$ cat src/rtl/sr_bank_if.sv
// Bundles the per-channel set/reset requests and the latch outputs of one sr_bank.
interface sr_bank_if #(
  parameter int N = 4
);
  logic [N-1:0] s;
  logic [N-1:0] r;
  logic [N-1:0] q;
  logic [N-1:0] q_n;
  logic [N-1:0] chg;

  modport master (output s, output r, input q, input q_n, input chg);
  modport slave  (input s, input r, output q, output q_n, output chg);
endinterface

$ cat src/rtl/sr_bank.sv
// sr_bank: N independent SR latches, each with an optional input debounce filter
// and a selectable resolution for the both-asserted command (reset, set or toggle).
module sr_bank #(
  parameter int            N    = 4,
  parameter int            DEB  = 3,
  parameter int            MODE = 0,
  parameter logic [N-1:0]  INIT = '0
) (
  input logic      clk,
  input logic      rst_n,
  sr_bank_if.slave bus
);
  localparam int CW       = (DEB > 0) ? $clog2(DEB + 1) : 1;
  localparam int MODE_EFF = (MODE == 1 || MODE == 2) ? MODE : 0;

  logic [N-1:0] r_q;
  logic [N-1:0] r_chg;
  logic [N-1:0] r_both;
  logic [N-1:0] w_q_nxt;
  logic [N-1:0] w_both_nxt;

  for (genvar gi = 0; gi < N; gi++) begin : g_ch
    logic [1:0] w_raw;
    logic [1:0] w_cmd;
    logic       w_q;

    assign w_raw = {bus.s[gi], bus.r[gi]};

    if (DEB == 0) begin : g_bypass
      assign w_cmd = w_raw;
    end else begin : g_deb
      logic [1:0]    r_samp;
      logic [1:0]    r_cmd;
      logic [CW-1:0] r_cnt;
      logic [CW-1:0] w_cnt_nxt;

      always_comb begin
        w_cnt_nxt = r_cnt;
        if (w_raw != r_samp) begin
          w_cnt_nxt = '0;
        end else if (r_cnt != CW'(DEB)) begin
          w_cnt_nxt = r_cnt + 1'b1;
        end
      end

      // The filtered pair is acted on by the latch on the same edge the count lands on DEB.
      assign w_cmd = (w_cnt_nxt == CW'(DEB)) ? w_raw : r_cmd;

      always_ff @(posedge clk) begin
        if (!rst_n) begin
          r_samp <= 2'b00;
          r_cmd  <= 2'b00;
          r_cnt  <= '0;
        end else begin
          r_samp <= w_raw;
          r_cmd  <= w_cmd;
          r_cnt  <= w_cnt_nxt;
        end
      end
    end

    always_comb begin
      w_q = r_q[gi];
      case (w_cmd)
        2'b01: w_q = 1'b0;
        2'b10: w_q = 1'b1;
        2'b11: begin
          if (MODE_EFF == 1) begin
            w_q = 1'b1;
          end else if (MODE_EFF == 2) begin
            w_q = r_both[gi] ? r_q[gi] : ~r_q[gi];
          end else begin
            w_q = 1'b0;
          end
        end
        default: w_q = r_q[gi];
      endcase
    end

    assign w_q_nxt[gi]    = w_q;
    assign w_both_nxt[gi] = (w_cmd == 2'b11);
  end

  always_ff @(posedge clk) begin
    if (!rst_n) begin
      r_q    <= INIT;
      r_chg  <= '0;
      r_both <= '0;
    end else begin
      r_q    <= w_q_nxt;
      r_chg  <= w_q_nxt ^ r_q;
      r_both <= w_both_nxt;
    end
  end

  assign bus.q   = r_q;
  assign bus.q_n = ~r_q;
  assign bus.chg = r_chg;
endmodule

$ cat src/flat_wrapper.sv
// flat-port wrapper written by rule: the top's interface ports become plain ports
module sr_bank_flat 
#(
  parameter int            N    = 4,
  parameter int            DEB  = 3,
  parameter int            MODE = 0,
  parameter logic [N-1:0]  INIT = '0
)
  (clk, rst_n, bus_s, bus_r, bus_q, bus_q_n, bus_chg);
  sr_bank_if #(.N(N)) bus_i ();
  input logic clk;
  input logic rst_n;
  input wire logic [$bits(bus_i.s)-1:0] bus_s;
  input wire logic [$bits(bus_i.r)-1:0] bus_r;
  output wire logic [$bits(bus_i.q)-1:0] bus_q;
  output wire logic [$bits(bus_i.q_n)-1:0] bus_q_n;
  output wire logic [$bits(bus_i.chg)-1:0] bus_chg;
  assign bus_i.s = bus_s;
  assign bus_i.r = bus_r;
  assign bus_q = bus_i.q;
  assign bus_q_n = bus_i.q_n;
  assign bus_chg = bus_i.chg;
  sr_bank #(.N(N), .DEB(DEB), .MODE(MODE), .INIT(INIT)) u_core (.clk(clk), .rst_n(rst_n), .bus(bus_i));
endmodule
$ cat config.mk
export PLATFORM = sky130hd
export DESIGN_NAME = sr_bank_flat
export DESIGN_NICKNAME = d
export VERILOG_FILES = /design/src/rtl/sr_bank_if.sv /design/src/rtl/sr_bank.sv /design/src/flat_wrapper.sv
export SDC_FILE = /design/constraint.sdc
export NUM_CORES = 1
export LEC_CHECK = 0
export CORE_UTILIZATION = 50
export CTS_CLUSTER_DIAMETER = 60
export DETAILED_ROUTE_END_ITERATION = 10
export PLACE_DENSITY = 0.83
export SYNTH_ARGS = -nofsm -noshare
export SYNTH_HDL_FRONTEND = slang
export SYNTH_SLANG_ARGS = --single-unit
export TNS_END_PERCENT = 10
$ cat constraint.sdc
create_clock -name clk -period 1.8 [get_ports clk]
set_input_delay 0.54 -clock clk [delete_from_list [all_inputs] [get_ports clk]]
set_output_delay 0.54 -clock clk [all_outputs]
set_load 0.02 [all_outputs]
==> flow_summary.rst <==
.. list-table::
   :header-rows: 1

   * - Metric
     - Value
   * - Global-route wire length before repair
     - ~4500 um
   * - DR DRC count
     - 0
   * - Setup slack on the worst flop-to-flop path
     - ~400 ps
   * - Maximum clock path buffer count
     - 2
   * - Number of cell instances on the worst register-to-register path
     - 4
   * - Final Critical Period
     - between 1500 and 2000 ps
   * - 1st-pass router iterations
     - 4
   * - Synth warnings
     - 0
   * - CP delay by family, top
     - compound AO/OA/AOI/OAI gates
   * - Transition time of the tightest slew-check pin
     - between 200 and 300 ps
   * - Site Rows
     - 17
   * - Endpoint kind of the worst setup timing path
     - register
   * - Half-perimeter wire length after detailed placement
     - ~1900 um
   * - Final total negative setup slack
     - 0 ps
   * - Cell count along the critical path
     - 5
   * - Antenna violations before repair
     - 0
   * - Post-Synthesis Mean Instance Area
     - between 8 and 9 um^2
   * - Area of the mapped netlist
     - around 1300 um^2
   * - CTS tree
     - done
   * - Max-slew violation count
     - 0
   * - Part of the Yosys area used for sequential elements
     - 51.1%
   * - Die W
     - 52.1 um
   * - Area of the die
     - 2710 um^2
   * - Period Utilization, post-route
     - a little over nine tenths
   * - Cell with the largest stage delay on the worst path
     - clkdlybuf4s50_1
   * - Post-CTS Setup Repair Bufs
     - 0
   * - Clock sink count
     - 32
   * - Total global-route track usage
     - a little under a quarter
   * - Number of library cell types mapped by synthesis
     - 24
   * - Cell Count, Final, Fillers Out
     - 200
   * - Vias in the first global route
     - 1050
   * - Leakage Power
     - approximately 0.00067 uW
   * - Hold WC Path Type
     - register to register
   * - Capture point of the worst path
     - u_core.bus.chg[0]$_SDFF_PN0_
   * - Vias
     - 1072
   * - Number of maximum-capacitance constraint violations
     - 0
   * - Per-cell via count in the routed design
     - 5.36
   * - Hold violation total from the final report
     - 0
   * - Number of gates resized after cts
     - 11
   * - Initial cell density of the core
     - a little under three fifths
   * - Top Ports
     - 22
   * - Clock Skews
     - just over 4 ps
   * - Cells after DPL
     - 192
   * - Critical path's largest stage delay
     - 460 ps
   * - Synth-to-layout area growth
     - 26.0%
   * - Upper clock frequency limit
     - 588 MHz
   * - Number of I/O port buffers
     - 21
   * - Total Routed Length
     - between 2000 and 3000 um
   * - Source of the critical timing path
     - bus_s[0]
   * - Most common cell after layout, fill and taps aside
     - dfxtp_1
   * - Synthesized netlist cell count
     - roughly 140
   * - Worst reg2reg startpoint
     - u_core.g_ch[0].g_deb.r_samp[1]$_SDFF_PN0_
   * - Clock latency on the worst-skew pair
     - between 300 and 400 ps
   * - Worst hold margin
     - between 400 and 500 ps
   * - Routed wire per std cell
     - between 10 and 15 um
   * - Register clock-pin slew on the reported worst setup and hold paths
     - around 90 ps
   * - Top library cells by usage in the layout, fill and taps aside
     - 32 x dfxtp_1, 19 x nor2_1, 13 x inv_1, 12 x nand2_1, 11 x dlygate4sd2_1
   * - GRT overflow
     - 0
   * - Final layout net count
     - around 180
   * - Share of post-route cells with drive strength above 1
     - 11.0%
   * - H-tree depth
     - 2
   * - Number of synthesized flops with an enable pin
     - 0
   * - Worst setup slack before clock tree synthesis
     - -233 ps
   * - Peak VDD IR
     - between 500 and 600 uV
   * - Number of clock buffers inserted by TritonCTS
     - 5
   * - #FFs+latches synth
     - 32
   * - Die Y
     - approximately 52 um
   * - Largest net degree at the start of global routing
     - 18
   * - Startpoint type of the worst setup path
     - input port
   * - Post-route cell area
     - around 1600 um^2
   * - Clk Tree Root Cell
     - clkbuf_4
   * - Unrepaired setup endpoints after global routing
     - false
   * - Bufs and invs on worst path
     - 1
   * - Remaining max-slew budget at the tightest pin
     - between 80% and 90%
   * - Post-Synthesis Net Count
     - 151
   * - Data arrival time of the critical path
     - ~2000 ps
   * - Cell-by-cell trace of the critical path
     - clkdlybuf4s50_1 > xor2_2 > o31a_1 > or2_1 > o31ai_1
   * - Run status
     - finished clean
   * - Diodes inserted
     - 0
   * - Core Area
     - ~2300 um^2
   * - GPL Wtd Cong
     - 0.777
   * - CP max FO
     - 3
   * - Final setup viols
     - 0
   * - Placed cell areas
     - between 1500 and 2000 um^2
   * - Data required time of the worst path
     - 2050 ps
   * - Most common flop cell mapped by yosys
     - dfxtp_1
   * - Fin worst setup slack
     - 99.7 ps
   * - Fraction of registers with async set/reset
     - 0%
   * - Post-detailed-route count of antenna-violating nets
     - 0
   * - Worst reg2reg path endpoint
     - u_core.bus.chg[0]$_SDFF_PN0_
   * - Drt first-iter violations
     - 16
   * - HP Start
     - u_core.g_ch[0].g_deb.r_cnt[0]$_SDFF_PN0_
   * - Post-CTS Hold Fix Bufs
     - 0
   * - Type of the worst setup path
     - input port to register
   * - Pwr/cell area
     - roughly 800 nW/um^2
## power by group
group          switching (uW)  total (uW)  leakage (uW)  internal, uW
Clock                     230         423     0.0000326           193
Combinational            52.3        98.3      0.000372          46.0
Sequential               14.6         740      0.000261           726
## per-layer routing
metal	GRT usage, %	vias up	wire length [um]
met2	40.6	28	1280
met3	9.06	6	144
met5	0	-	0
li1	-	536	-
met4	12.2	0	46
met1	25.5	502	1120
## layout make-up
cell class | count | area [um^2]
clock buffer | 8 | 58.8
multi-input combinational | 92 | 554
fill | 180 | 698
tap | 28 | 35.0
timing repair buffer | 26 | 236
sequential | 32 | 641
inverter | 14 | 52.6
## worst min path at each step
stage,endpoint,cells after the start
after global placement,u_core.g_ch[0].g_deb.r_cnt[0]$_SDFF_PN0_,1
final,u_core.g_ch[0].g_deb.r_cnt[0]$_SDFF_PN0_,1
after global routing,u_core.g_ch[0].g_deb.r_cnt[0]$_SDFF_PN0_,1
after floorplan,u_core.g_ch[0].g_deb.r_cnt[0]$_SDFF_PN0_,1
after CTS,u_core.g_ch[1].g_deb.r_cnt[0]$_SDFF_PN0_,1
after detailed placement,u_core.g_ch[1].g_deb.r_cnt[0]$_SDFF_PN0_,1
## synth_stat cells, types with 2 or more instances
cell type   n  area, um^2
dfxtp_1    32         641
nor2_1     19        71.3
inv_1      13        48.8
nand2_1    12        45.0
o31ai_1     7        52.6
xor2_1      7        61.3
and2_1      6        37.5
a211oi_1    4        30.0
a21oi_1     4        20.0
nand3_1     4        20.0
o211ai_1    4        30.0
o21ai_0     4        20.0
o31a_1      4        35.0
or2_1       4        25.0
and2_2      3        22.5
o2bb2ai_1   3        26.3
or3_2       3        22.5
clkbuf_1    2        7.51
## stage by stage
stage / util (%) / total power [uW]
after floorplan: - / 804
after global placement: 66.9 / 846
after detailed placement: 66.9 / 852
after CTS: 68.9 / 1270
after global routing: 69.3 / 1330
final: 69.3 / 1260
## logic make-up after synthesis
family	synth area share [%]
AND/OR/NAND/NOR	20.0
AO/OA/AOI/OAI	18.1
flip-flops	51.1
buffers and inverters	5.19
XOR/XNOR	5.59
## state kept, by name, summed over array words and instances (netlist names)
register                  flops
u_core.g_ch.g_deb.r_cmd       8
u_core.g_ch.g_deb.r_cnt       8
u_core.g_ch.g_deb.r_samp      8
u_core.bus.chg                4
u_core.bus.q                  4
## worst reg2reg max path, stage by stage (launching register included)
cell and delay (ps):
dfxtp_1 360, xor2_2 200, o31a_1 270, or2_1 260, o31ai_1 230
(Power assumes the default switching activity.)
